## src/rtl/cam_tx_pkg.sv

```systemverilog
// Shared types and default constants for the camera serial transmitter.
// Optional parity framing is enabled by defining CAM_TX_PARITY_EN.
package cam_tx_pkg;

  localparam int PIX_W        = 8;
  localparam int ROW_PIX      = 26;
  localparam int ROWS         = 26;
  localparam int CLKS_PER_BIT = 425;

  typedef enum logic [2:0] {
    ST_IDLE  = 3'd0,
    ST_START = 3'd1,
    ST_DATA  = 3'd2,
    ST_STOP  = 3'd3
`ifdef CAM_TX_PARITY_EN
    , ST_PARITY = 3'd4
`endif
  } state_t;

endpackage

```

## src/rtl/cam_tx_bit_timer.sv

```systemverilog
// Bit-period down-counter: load starts a CLKS_PER_BIT-cycle bit, tick marks its
// final cycle and pre_tick the cycle before it.
module cam_tx_bit_timer #(
  parameter int CLKS_PER_BIT = 425
) (
  input  logic clk,
  input  logic rst_n,
  input  logic load,
  output logic tick,
  output logic pre_tick
);

  localparam int CNT_W = (CLKS_PER_BIT > 2) ? $clog2(CLKS_PER_BIT) : 1;

  logic [CNT_W-1:0] cnt;

  // Reload at every bit boundary, otherwise count down and park at zero.
  always_ff @(posedge clk or negedge rst_n) begin
    if (!rst_n) begin
      cnt <= '0;
    end else if (load) begin
      cnt <= CNT_W'(CLKS_PER_BIT - 1);
    end else if (cnt != '0) begin
      cnt <= cnt - CNT_W'(1);
    end else begin
      cnt <= cnt;
    end
  end

  assign tick     = (cnt == '0);
  assign pre_tick = (cnt == CNT_W'(1));

endmodule

```

## src/rtl/cam_serial_tx.sv

```systemverilog
// Row-at-a-time serial transmitter: start 1, PIX_W data bits MSB first, stop 0.
// Define CAM_TX_PARITY_EN to insert an even-parity bit before each stop bit.
module cam_serial_tx #(
  parameter int PIX_W        = cam_tx_pkg::PIX_W,
  parameter int ROW_PIX      = cam_tx_pkg::ROW_PIX,
  parameter int ROWS         = cam_tx_pkg::ROWS,
  parameter int CLKS_PER_BIT = cam_tx_pkg::CLKS_PER_BIT
) (
  input  logic                     clk,
  input  logic                     rst_n,
  input  logic                     en,
  input  logic [ROW_PIX*PIX_W-1:0] row_data,
  input  logic                     row_valid,
  output logic                     row_ready,
  output logic                     cam_data,
  output logic                     frame_start,
  output logic                     row_done,
  output logic                     frame_done,
  output logic                     busy
);

  import cam_tx_pkg::*;

  localparam int ROW_W     = ROW_PIX * PIX_W;
  localparam int PIX_CNT_W = (ROW_PIX > 2) ? $clog2(ROW_PIX) : 1;
  localparam int BIT_CNT_W = (PIX_W > 2) ? $clog2(PIX_W) : 1;
  localparam int ROW_CNT_W = (ROWS > 2) ? $clog2(ROWS) : 1;

  state_t               state;
  logic [ROW_W-1:0]     row_lat;
  logic [PIX_CNT_W-1:0] pix_cnt;
  logic [BIT_CNT_W-1:0] bit_cnt;
  logic [ROW_CNT_W-1:0] row_cnt;
  logic [PIX_W-1:0]     data_sr;
  logic [PIX_W-1:0]     cur_pix;
  logic                 accept;
  logic                 load;
  logic                 tick;
  logic                 pre_tick;
  logic                 last_pix;
`ifdef CAM_TX_PARITY_EN
  logic                 par_bit;
`endif

  function automatic logic [PIX_W-1:0] pick_pixel(input logic [ROW_W-1:0] row,
                                                 input logic [PIX_CNT_W-1:0] k);
    logic [ROW_W-1:0] sh;
    sh = row << (int'(k) * PIX_W);
    return sh[ROW_W-1 -: PIX_W];
  endfunction

  function automatic logic even_parity(input logic [PIX_W-1:0] pix);
    return ^pix;
  endfunction

  // Gated by rst_n so the handshake stays quiet while reset is held.
  assign row_ready = rst_n && (state == ST_IDLE) && en;
  assign accept    = row_ready && row_valid;
  assign load      = (state == ST_IDLE) ? accept : tick;
  assign cur_pix   = pick_pixel(row_lat, pix_cnt);
  assign last_pix  = (pix_cnt == PIX_CNT_W'(ROW_PIX - 1));

  cam_tx_bit_timer #(
    .CLKS_PER_BIT(CLKS_PER_BIT)
  ) u_bit_timer (
    .clk     (clk),
    .rst_n   (rst_n),
    .load    (load),
    .tick    (tick),
    .pre_tick(pre_tick)
  );

  // Framing FSM; every output is registered and set one bit-boundary ahead.
  always_ff @(posedge clk or negedge rst_n) begin
    if (!rst_n) begin
      state       <= ST_IDLE;
      row_lat     <= '0;
      pix_cnt     <= '0;
      bit_cnt     <= '0;
      row_cnt     <= '0;
      data_sr     <= '0;
      cam_data    <= 1'b0;
      frame_start <= 1'b0;
      row_done    <= 1'b0;
      frame_done  <= 1'b0;
      busy        <= 1'b0;
`ifdef CAM_TX_PARITY_EN
      par_bit     <= 1'b0;
`endif
    end else begin
      frame_start <= 1'b0;
      row_done    <= 1'b0;
      frame_done  <= 1'b0;
      case (state)
        ST_IDLE: begin
          if (accept) begin
            row_lat     <= row_data;
            pix_cnt     <= '0;
            state       <= ST_START;
            cam_data    <= 1'b1;
            busy        <= 1'b1;
            frame_start <= (row_cnt == '0);
          end
        end
        ST_START: begin
          if (tick) begin
            state    <= ST_DATA;
            cam_data <= cur_pix[PIX_W-1];
            data_sr  <= cur_pix << 1;
            bit_cnt  <= '0;
`ifdef CAM_TX_PARITY_EN
            par_bit  <= even_parity(cur_pix);
`endif
          end
        end
        ST_DATA: begin
          if (tick) begin
            if (bit_cnt == BIT_CNT_W'(PIX_W - 1)) begin
`ifdef CAM_TX_PARITY_EN
              state    <= ST_PARITY;
              cam_data <= par_bit;
`else
              state    <= ST_STOP;
              cam_data <= 1'b0;
`endif
            end else begin
              cam_data <= data_sr[PIX_W-1];
              data_sr  <= data_sr << 1;
              bit_cnt  <= bit_cnt + BIT_CNT_W'(1);
            end
          end
        end
`ifdef CAM_TX_PARITY_EN
        ST_PARITY: begin
          if (tick) begin
            state    <= ST_STOP;
            cam_data <= 1'b0;
          end
        end
`endif
        ST_STOP: begin
          if (pre_tick && last_pix) begin
            row_done   <= 1'b1;
            frame_done <= (row_cnt == ROW_CNT_W'(ROWS - 1));
          end
          if (tick) begin
            if (last_pix) begin
              state   <= ST_IDLE;
              busy    <= 1'b0;
              row_cnt <= (row_cnt == ROW_CNT_W'(ROWS - 1)) ? '0 : row_cnt + ROW_CNT_W'(1);
            end else begin
              state    <= ST_START;
              cam_data <= 1'b1;
              pix_cnt  <= pix_cnt + PIX_CNT_W'(1);
            end
          end
        end
        default: begin
          state    <= ST_IDLE;
          cam_data <= 1'b0;
          busy     <= 1'b0;
        end
      endcase
    end
  end

endmodule

```

## config.mk

```make
export PLATFORM = sky130hd
export DESIGN_NAME = cam_serial_tx
export DESIGN_NICKNAME = d
export VERILOG_FILES = /design/src/rtl/cam_tx_pkg.sv /design/src/rtl/cam_tx_bit_timer.sv /design/src/rtl/cam_serial_tx.sv
export SDC_FILE = /design/constraint.sdc
export NUM_CORES = 1
export LEC_CHECK = 0
export CAP_MARGIN = 25
export CORE_AREA = 2 2 145 147
export DETAILED_ROUTE_END_ITERATION = 10
export DIE_AREA = 0 0 147 149
export PLACE_DENSITY = 0.85
export SYNTH_ARGS = -nofsm -noshare
export SYNTH_HDL_FRONTEND = slang
export SYNTH_SLANG_ARGS = --single-unit
```

## constraint.sdc

```tcl
create_clock -name clk -period 6.2 [get_ports clk]
set_input_delay 0.93 -clock clk [delete_from_list [all_inputs] [get_ports clk]]
set_output_delay 0.93 -clock clk [all_outputs]
set_load 0.005 [all_outputs]
```

After elaboration in Yosys (flattened, before gate mapping)
Cells that the tools add are included.

operators by class
  multiply operators = 0
  multiplexer cells = 39
  shift operators = 1
  eq/ne operators = 15
  bitwise gates (word level) = 1
  div/mod/pow operators = 0
  $add $sub $neg = 4
  magnitude comparators = 0
  reductions and logical operators = 19

operator list
  cell                 count
  $shl 208x8->208      1
  $mux 3               8
  $mux 8               3
  $mux 5               4
  $mux 9               2
  $mux 1               16
  $ne 2x2->1 const B   8
  $pmux 8 s2           1
  $pmux 3 s4           1
  $reduce_and 4->1     3
  $add 5x1->5 const B  2
  $eq 5x5->1 const B   2
  $pmux 5 s2           1
  $reduce_and 5->1     2
  $eq 9x1->1 const B   1
  $logic_not 9->1      1
  $reduce_bool 9->1    1
  $sub 9x1->9 const B  1
  $eq 3x2->1 const B   2
  $pmux 3 s2           1
  $reduce_bool 2->1    3
  $logic_not 5->1      1
  $logic_and 1x1->1    4
  $pmux 1 s4           1
  other kinds (9)      9

word-level totals
  ROM bits = 0
  input port bits = 212
  bits in registers = 246
  memories = 0
  RAM bits = 0
  bits in latches = 0

Logic depth before layout (Yosys ltp)
Gate-level depths: netlist (run 1).

  depth after elaboration = 6
  depth in mapped cells = 9

Cells and area by module
From an unflattened synthesis (run 1), not the netlist that was laid out.

unflattened totals
  cells, all modules = 794
  area total of the unflattened synthesis = 11324.6 µm²

modules (own cells, without submodules)
  module            cells each  area each (µm²)  instances
  cam_serial_tx     742         10821.6          1
  cam_tx_bit_timer  52          503.0            1

Worst setup path before layout (run 1)
OpenSTA, ideal clock, no wires.

  path kind = register to register
  start point = register pix_cnt[1]
  end point = register pix_cnt[4]
  path buffers = 1
  data required time = 6076 ps
  clock period less this slack = 2339 ps
  cell stages (with the launch flop) = 9
  slack = 3861 ps
  data arrival time = 2215 ps
  cells stage by stage = dfrtp_1 clkbuf_1 clkinv_1 ha_1 and4b_1 o41ai_1 nand4_1 xor2_1 nor2_1

between the ends
  word-level cells in the longest chain between the ends = 4
  elaborated cells on any way between the ends = 7
  those cells by class = 1 x add/sub; 2 x eq/ne; 3 x mux; 1 x reduce/logical

ends and longest elaborated chain
  what                      RTL line              RTL
  start: declaration        cam_serial_tx.sv:31   logic [PIX_CNT_W-1:0] pix_cnt;
  start signal: assignment  cam_serial_tx.sv:154  pix_cnt <= pix_cnt + PIX_CNT_W'(1);
  $add 5x1->5               cam_serial_tx.sv:154
  $mux 5                    cam_serial_tx.sv:147  if (last_pix) begin
  $mux 5                    cam_serial_tx.sv:146  if (tick) begin
  $pmux 5 s2                cam_serial_tx.sv:94   case (state)

Several ways; a longest one is shown, not always the timed one. The select of a mux whose other input is x is not followed.
A chain may end at the register's enable or synchronous reset.

Worst setup path after layout (run 1)
  start point = register state[0]
  end point = output port row_ready

between the ends
  word-level cells in the longest chain between the ends = 3

ends and longest elaborated chain
  what                             RTL line              RTL
  start: declaration               cam_serial_tx.sv:29   state_t state;
  start signal: assignment         cam_serial_tx.sv:76   state <= ST_IDLE;
  start signal: assignment         cam_serial_tx.sv:99   state <= ST_START;
  start signal: assignment         cam_serial_tx.sv:107  state <= ST_DATA;
  $logic_not 3->1                  cam_serial_tx.sv:57   assign row_ready = rst_n && (state == ST_IDLE) && en;
  $logic_and 1x1->1 (2 in series)  cam_serial_tx.sv:57
  end: declaration                 cam_serial_tx.sv:14   output logic row_ready,

Every way passes these cells.

==> results of run 1 <==
[placed cells by master, fill, tap and decap left out, types with 6 or more instances in the layout]
cell	count
dfrtp_1	242
o211ai_1	6
clkbuf_1	7
mux4_2	41
nor2b_1	8
o22ai_1	8
a211oi_1	7
inv_1	9
clkbuf_16	27
ha_1	13
nand2_1	657
a21oi_1	9
nand3_1	11
clkdlybuf4s50_1	216
o221ai_1	8
mux2_2	7
nor2_1	17
or3_1	8
mux2i_1	30
o21ai_0	18
[cell type report]
class / instances / area, sq um
Sequential cell: 244 / 6110
Fill cell: 1449 / 5920
Multi-Input combinational cell: 906 / 4960
Timing Repair Buffer: 226 / 2310
Clock buffer: 38 / 757
Tap cell: 275 / 344
Clock inverter: 8 / 118
Inverter: 10 / 37.5
[worst max path at each step]
| stage | end | cells past startpoint | slack (ns) | startpoint |
|---|---|---|---|---|
| detailed placement | row_lat[86] | 6 | 2.86 | rst_n |
| global placement | frame_start | 5 | 2.91 | rst_n |
| finish | row_ready | 4 | 2.99 | state[0] |
| global route | pix_cnt[4] | 8 | 2.88 | pix_cnt[1] |
| floorplan | pix_cnt[4] | 8 | 3.86 | pix_cnt[1] |
| CTS | row_ready | 4 | 2.99 | state[0] |
[critical path: cells and delay by family, from the launching register on]
kind,cells,cell delay [ns]
adder cells (fa/ha/maj),1,0.48
flip-flops,1,0.40
AND/OR/NAND/NOR,1,0.26
buffers and inverters,2,0.62
[through the flow]
step | cell area (sq um) | setup slack (ns)
global route | 14600 | 2.88
finish | 14600 | 2.99
CTS | 14600 | 2.99
detailed placement | 13700 | 2.86
floorplan | 11400 | 3.86
global placement | 13700 | 2.91
[metal layers]
| layer | track usage [%] | wire [microns] | part of all wire [%] |
|---|---|---|---|
| met5 | 0 | 0 | 0 |
| met1 | 37.5 | 12100 | 41 |
| met2 | 45.8 | 14900 | 50 |
| met4 | 6.78 | 650 | 2.2 |
| met3 | 4.13 | 1910 | 6.5 |
[cell families (layout without fill, tap and decap cells)]
family | after synthesis | after routing | share of synthesized area (%)
xor+xnor | 3 | 3 | 0.230
buf+inv | 86 | 282 | 3.05
compound gates | 81 | 81 | 4.99
mux | 78 | 78 | 11.4
flops | 244 | 244 | 53.5
fa+ha+maj | 13 | 13 | 1.43
simple gates | 731 | 731 | 25.4
[power by group through the flow]
stage | logic, uW | registers [uW] | clock network, uW
after CTS | 179 | 1590 | 1610
after global placement | 179 | 1620 | 0
after detailed placement | 177 | 1620 | 0
final | 181 | 1590 | 1590
after global routing | 193 | 1590 | 1680
after floorplan | 1.50 | 1620 | 0
[sequential cells by signal, indices dropped and copies added (netlist names)]
register,flops
row_lat,208
state,2
cam_data,1
busy,1
pix_cnt,5
row_done,1
data_sr,7
bit_cnt,3
row_cnt,5
frame_start,1
u_bit_timer.cnt,9
frame_done,1
==> reports/qor.csv, run 1 <==
stage,metric,value,unit
detailed_routing,vias_per_cell,5.51,
worst_setup_path,rr_worst_depth,8,
cells_and_area,fin_cells,1707,
worst_setup_path,cp_slowest_cell,clkdlybuf4s50_1,
detailed_routing,first_iter_violations,950,
worst_setup_path,crit_path_end_kind,primary output,
floorplanning,dieWidth,147,microns
worst_setup_path,critPathArrivalTime,2.28,ns
clock_network,cts-htree-levels,1,
synth,synth_flop_cell,dfrtp_1,
sta,hold_ws,0.355,ns
worst_setup_path,reg2reg_to,pix_cnt[4],
power,power.internal,2680,uW
sta,setup_viol,0,
synth,yosysSeqAreaShare,53.5,%
power,p_seq_share,47.4,%
synth,yosysMostFrequentCell,nand2_1,
floorplanning,fp.coreArea,20600,sq um
detailed_routing,vias,9404,
floorplanning,ioPinCount,218,
sta,hold_viol_final,0,
sta,fin_crit,3.21,ns
floorplanning,rows,53,
clock_network,clk_pin_slew,0.06,ns
power,p_comb_share,5.4,%
cells_and_area,fin_util,71.2,%
worst_setup_path,reg2reg_slack,3.07,ns
synth,synthCells,1236,
power,p_clk_share,47.2,%
hold_path,hold_class,input port to asynchronous set/reset pin,
synth,synth_edf_count,0,
synth,synthDistinctLibCells,56,
clock_network,clock-sinks,244,
clock_network,cts_hold_buf,0,
sta,tns,0,ns
clock_network,clkLatencyLatePin,0.52,ns
sta,fin_skew,0.0108,ns
floorplanning,die_h,149,microns
detailed_routing,drc_errors,0,
power,peakVddDrop,0.000193,V
floorplanning,dieArea,21900,sq um
synth,syn_area_per_cell,9.23,sq um
cells_and_area,num_antenna_cells,0,
synth,synth_fp_nets,1461,
worst_setup_path,slowest_delay,0.50,ns
detailed_routing,drt_wl_total,29.6,mm
worst_setup_path,critical_path_class,register to primary output,
detailed_routing,antenna_left,0,
global_route,grt_pass1_vias,9275,
detailed_routing,wl_per_cell,17.3,microns
power,switchingPower,679,uW
power,sw_frac_of_total,20.2,%
worst_setup_path,cp_max_fo,12,
clock_network,cts_buffers,26,
synth,synth-seq-cells,244,
power,p_total,3360,uW
clock_network,cts_tree,yes,
sta,fmax,311,MHz
synth,netlist.area_leader.share,53.5,%
worst_setup_path,r2r-start,pix_cnt[1],
synth,async_reset_ff_share,100,%
cells_and_area,area_growth,28.3,%
worst_setup_path,cp_cell_sequence,inv_1 > ha_1 > and3_1 > clkdlybuf4s50_1,
cells_and_area,drive_gt1_share,7.40,%
run,maxCapViolCount,0,
worst_setup_path,crit_required,5.27,ns
synth,synthTopCellsByArea,"dfrtp_1 (54%), nand2_1 (22%), mux4_2 (8.1%), mux2i_1 (2.6%), clkbuf_1 (1.9%)",
floorplanning,initial_core_util,55.5,%
sta,finalMaxSlewViolations,0,
sta,tightest_slew,0.934,ns
clock_network,cts_resized,0,
power,p_per_area,230,nW/um^2
cells_and_area,fin_nets,1639,
placement,io_buffer_count,217,
detailed_routing,dr.pass1.iters,7,
worst_setup_path,startpoint_type,register,
placement,dp.cells,1659,
placement,place.gp.congestion,0.870,
power,leakage,0.00723,uW
synth,yosys_warnings,0,
global_route,grt_pass1_wl,47.1,mm
synth,synthTopCellsByCount,"nand2_1 (657), dfrtp_1 (244), clkbuf_1 (58)",
global_route,gr-total-overflow,0,
outcome,outcome,"finished, final reports clean",
sta,relSlewSlack,37.8,%
clock_network,root_buffer,clkbuf_16,
placement,hpwl,19.2,mm
clock_network,cts_setup_buffers,0,
synth,syn_area,11400,sq um
clock_network,clock_path_buffers,3,
sta,rsz0062_at_grt,no,
global_route,antenna_found_initial,0,
global_route,grt_max_degree,217,
sta,period_share,51.8,%
synth,synth_top_area_cell,dfrtp_1,
global_route,track_usage,27.1,%
No activity file was read; power rests on OpenSTA's default activity.
==> run 2, diff against run 1 <==
Settings changed: CORE_AREA 2 2 145 147 to 2 2 152 154, DIE_AREA 0 0 147 149 to 0 0 154 156, PLACE_DENSITY 0.85 to 0.79.
Clock period 6.2 ns to 3.2 ns, I/O delays scaled along.
==> run 2 against run 1 <==
Non-clock buffer count grew 12. Clock skew is essentially flat. Final cell count grew 1.2%. Global-route usage shrank 1.7 points. First-iteration DRC count shrank 14%. Sequential cell count is the same. Register-to-register slack lost 2.4 ns. Via count grew 0.46%. Worst hold slack gained 0.080 ns. Largest power group unchanged. Setup slack lost 2.6 ns. Combinational power grew 87%.
==> reports/qor.csv, run 2 (synthesis results as in run 1) <==
stage,metric,value,unit
outcome,outcome,"finished, final reports clean",
cells_and_area,area_growth,28.7,%
sta,fin_ws,0.413,ns
clock_network,clk_pin_slew,0.06,ns
clock_network,cts_tree,yes,
global_route,grt_max_degree,127,
sta,setup_viol,0,
hold_path,hold_class,input port to asynchronous set/reset pin,
worst_setup_path,crit_required,2.72,ns
cells_and_area,final_cell_mix,"nand2_1 (657), dfrtp_1 (242), clkdlybuf4s50_1 (216)",
sta,hold_viol_final,0,
sta,rsz0062_at_grt,no,
cells_and_area,largest_register_ffs,208,
detailed_routing,vias_per_cell,5.47,
sta,fin_skew,0.0103,ns
floorplanning,die_h,156,microns
global_route,grt_pass1_wl,48.1,mm
clock_network,clock_path_buffers,3,
detailed_routing,antenna_left,0,
worst_setup_path,cp_max_fo,12,
placement,io_buffer_count,217,
run,maxCapViolCount,0,
sta,fmax,359,MHz
worst_setup_path,critical_path_class,register to primary output,
sta,fin_crit,2.79,ns
cells_and_area,largest_register,row_lat,
clock_network,clkLatencyLatePin,0.53,ns
detailed_routing,first_iter_violations,818,
floorplanning,rows,55,
worst_setup_path,startpoint_type,register,
clock_network,cts_resized,0,
sta,tightest_slew,0.755,ns
clock_network,cts-htree-levels,1,
detailed_routing,vias,9447,
power,peakVddDrop,0.000321,V
floorplanning,ioPinCount,218,
worst_setup_path,crit_path_end_kind,primary output,
global_route,gr-total-overflow,0,
global_route,grt_pass1_vias,9268,
floorplanning,dieWidth,154,microns
detailed_routing,dr.pass1.iters,7,
detailed_routing,wl_per_cell,17.7,microns
clock_network,root_buffer,clkbuf_16,
detailed_routing,drt_wl_total,30.6,mm
cells_and_area,drive_gt1_share,8.32,%
placement,hpwl,21.7,mm
sta,relSlewSlack,49.0,%
cells_and_area,fin_nets,1650,
clock_network,cts_buffers,25,
sta,period_share,87.1,%
power,leakage,0.00727,uW
cells_and_area,top_regs,"row_lat: 208 flops, u_bit_timer.cnt: 9 flops, data_sr: 7 flops",
cells_and_area,num_antenna_cells,0,
global_route,antenna_found_initial,1,
placement,dp_slack,0.613,ns
sta,tns,0,ns
detailed_routing,drc_errors,0,
floorplanning,dieArea,24000,sq um
sta,finalMaxSlewViolations,0,
global_route,track_usage,25.4,%
clock_network,clock-sinks,244,
worst_setup_path,critPathArrivalTime,2.31,ns
floorplanning,initial_core_util,51.0,%
floorplanning,fp.coreArea,22400,sq um
placement,place.gp.congestion,0.921,
cells_and_area,mostFrequentLayoutCell,nand2_1,
power,p_per_area,431,nW/um^2
## run 2: repair_timing
| item | 4_1_cts | 5_1_grt |
|---|---|---|
| buffers inserted | 0 | 0 |
| endpoints found under the hold margin | 38 | 0 |
| hold buffers | 1 | 0 |
## run 2: layout make-up
| cell class | count | area (sq um) |
|---|---|---|
| Fill cell | 1709 | 7680 |
| Timing Repair Buffer | 238 | 2410 |
| Clock inverter | 13 | 123 |
| Clock buffer | 32 | 692 |
| Sequential cell | 244 | 6110 |
| Inverter | 10 | 37.5 |
| Multi-Input combinational cell | 906 | 4960 |
| Tap cell | 285 | 357 |
## run 2: path summary, 6_finish.rpt
path | startpoint | end | slack [ns] | cells past startpoint
min reg2reg | row_lat[151] | row_lat[151] | 0.47 | 2
max in group asynchronous | rst_n | row_lat[190] | 1.78 | 3
min | rst_n | row_lat[133] | 0.43 | 2
max reg2reg | pix_cnt[1] | pix_cnt[4] | 0.62 | 7
min in group clk | row_lat[151] | row_lat[151] | 0.47 | 2
max | state[0] | row_ready | 0.41 | 4
## run 2: report_power, final
part | leakage, uW | switching, uW | internal, uW | total (uW)
clock | 0.000412 | 1220 | 1690 | 2910
sequential | 0.00338 | 0 | 3080 | 3080
combinational | 0.00348 | 104 | 234 | 338
## run 2: critical path, cell delays in order, from the launching register on
cell,delay (ns)
dfrtp_1,0.40
inv_1,0.13
ha_1,0.49
and3_1,0.26
clkdlybuf4s50_1,0.51
## run 2: layer usage
layer  track usage, %  vias to the layer above  part of all wire, %
li1                 -                     4406                    -
met5                0                        -                    0
met4             9.70                        0                  3.8
met2             40.3                      362                   48
met1             35.3                     4612                   41
met3             4.36                       67                  7.0
## run 2: metrics by stage
step           cell area [sq um]  hold slack, ns  total power, uW  instances  util (%)
4_1_cts                    14700           0.444             6350       1727      65.5
3_5_place_dp               13800           0.388             3480       1681      61.8
6_report                   14700           0.435             6340       1728      65.7
2_1_floorplan              11400           0.184             3150       1236         -
3_3_place_gp               13800           0.387             3480       1681      61.8
5_1_grt                    14700           0.468             6500       1728      65.7
==> run 3, diff against run 2 <==
Settings changed: CORE_AREA 2 2 152 154 to 2 2 155 157, DIE_AREA 0 0 154 156 to 0 0 157 159, PLACE_DENSITY 0.79 to 0.76.
==> run 3 against run 2 <==
Core utilization decreased by 1.6 points. Register-to-register slack worse by 0.15 ns. Worst hold slack got worse by 0.045 ns. Combinational power hardly changed. Count of clock-buffer cells in the layout is 9 higher. Clock power grew 10%. Setup slack improved by 0.054 ns. Non-clock buffer count is the same. Critical path depth grew 2. Critical path type is now register to register. Largest power group is now the clock network. Highest routed layer unchanged.
==> reports/qor.csv, run 3 (synthesis results as in run 1) <==
stage,metric,value,unit
worst_setup_path,startpoint_type,register,
clock_network,clock_path_buffers,3,
power,power.internal,5290,uW
clock_network,clkLatencyLatePin,0.52,ns
cells_and_area,final_area,14900,sq um
placement,dp.cells,1716,
worst_setup_path,cp_max_fo,41,
worst_setup_path,crit_path_end_kind,register,
cells_and_area,fin_nets,1651,
placement,dpl_cell_area,13900,sq um
sta,hold_ws,0.390,ns
worst_setup_path,critical_path_class,register to register,
outcome,outcome,"finished, final reports clean",
worst_setup_path,cp_slowest_cell,o41ai_1,
worst_setup_path,critical-path-top-delay-family,compound AO/OA/AOI/OAI gates,
cells_and_area,final_cell_mix,"nand2_1 (657), dfrtp_1 (242), clkdlybuf4s50_1 (216)",
floorplanning,fp.coreArea,23200,sq um
detailed_routing,first_iter_violations,726,
power,p_per_area,446,nW/um^2
clock_network,cts-htree-levels,1,
run,maxCapViolCount,0,
floorplanning,initial_core_util,49.2,%
power,p_comb_share,5.1,%
sta,rsz0062_at_grt,no,
placement,io_buffer_count,217,
sta,tns,0,ns
worst_setup_path,critPathArrivalTime,3.18,ns
sta,fin_skew,0.00798,ns
detailed_routing,drt_wl_total,30.4,mm
cells_and_area,mostFrequentLayoutCell,nand2_1,
cells_and_area,largest_register,row_lat,
floorplanning,dieArea,25000,sq um
placement,place.gp.congestion,0.870,
detailed_routing,dr.pass1.iters,5,
detailed_routing,wl_per_cell,17.2,microns
sta,relSlewSlack,44.0,%
power,leakage,0.00732,uW
clock_network,clock-sinks,244,
hold_path,hold_class,input port to asynchronous set/reset pin,
global_route,grt_pass1_wl,48.9,mm
clock_network,cts_tree,yes,
clock_network,root_buffer,clkbuf_16,
sta,period_share,85.4,%
cells_and_area,num_antenna_cells,0,
placement,hpwl,21.4,mm
cells_and_area,fin_cells,1765,
clock_network,cts_buffers,26,
cells_and_area,area_growth,30.2,%
detailed_routing,antenna_left,0,
floorplanning,dieWidth,157,microns
detailed_routing,vias,9364,
sta,tightest_slew,0.828,ns
floorplanning,ioPinCount,218,
worst_setup_path,reg2reg_slack,0.47,ns
detailed_routing,vias_per_cell,5.31,
sta,finalMaxSlewViolations,0,
global_route,grt_max_degree,127,
power,p_clk_share,48.3,%
cells_and_area,top_regs,"row_lat: 208 flops, u_bit_timer.cnt: 9 flops, data_sr: 7 flops",
global_route,gr-total-overflow,0,
worst_setup_path,slowest_delay,0.76,ns
power,p_seq_share,46.6,%
floorplanning,rows,56,
global_route,grt_pass1_vias,9444,
clock_network,clk_pin_slew,0.06,ns
global_route,track_usage,24.6,%
worst_setup_path,path_buf_inv,0,
power,switchingPower,1330,uW
cells_and_area,drive_gt1_share,8.30,%
worst_setup_path,crit_required,3.65,ns
cells_and_area,largest_register_ffs,208,
worst_setup_path,cp_cell_sequence,ha_1 > and4b_1 > o41ai_1 > nand3_1 > xor2_1 > nor2_1,
sta,fmax,366,MHz
sta,fin_crit,2.73,ns
sta,setup_viol,0,
global_route,antenna_found_initial,0,
power,peakVddDrop,0.000308,V
floorplanning,die_h,159,microns
power,sw_frac_of_total,20.1,%
sta,hold_viol_final,0,
detailed_routing,drc_errors,0,
==> run 3: cell types whose count changed in the layout (fill, tap and decap cells not counted), moves of 2 or more <==
cell,delta
clkinv_2,-7
clkbuf_8,+4
buf_12,+3
clkbuf_1,+3
buf_4,-2
clkbuf_16,+2
==> run 3: area by class of cell <==
class | instances | area, sq um
clock inverter | 7 | 120
multi-input combinational | 906 | 4960
inverter | 10 | 37.5
fill | 1850 | 8340
clock buffer | 41 | 808
timing repair buffer | 238 | 2420
tap | 319 | 399
sequential | 244 | 6110
==> run 3: timing repair <==
action | 4_1_cts | 5_1_grt
endpoints found under the hold margin | 21 | 0
resized for setup | 0 | 0
hold buffers | 1 | 0
buffers inserted | 0 | 0
==> run 3: power by group through the flow <==
stage	Sequential, uW	Combinational [uW]	Clock (uW)
after floorplan	3140	2.91	0
after global placement	3140	340	0
after detailed placement	3140	340	0
after CTS	3080	344	3240
after global routing	3080	364	3370
final	3090	337	3200
==> run 3: routing by layer <==
metal	GRT usage [%]	wire length, microns
met2	38.6	14300
met3	4.35	2020
met4	7.05	856
met1	35.5	13200
met5	0	0
==> run 3: worst paths after layout <==
| kind | from | endpoint | depth (start not counted) |
|---|---|---|---|
| max in group asynchronous | rst_n | row_lat[24] | 3 |
| hold / removal | rst_n | row_lat[124] | 2 |
| hold reg to reg | row_lat[190] | row_lat[190] | 2 |
| setup reg to reg | pix_cnt[0] | pix_cnt[3] | 6 |
| setup / recovery | pix_cnt[0] | pix_cnt[3] | 6 |
| min in group clk | row_lat[190] | row_lat[190] | 2 |
==> run 3: stage by stage <==
step	total power [uW]	worst slack, ns	utilization, %
after CTS	6670	0.502	64.1
final	6620	0.467	64.1
after global routing	6810	0.337	64.1
after detailed placement	3480	0.564	60.0
after floorplan	3150	0.861	-
after global placement	3480	0.622	60.0
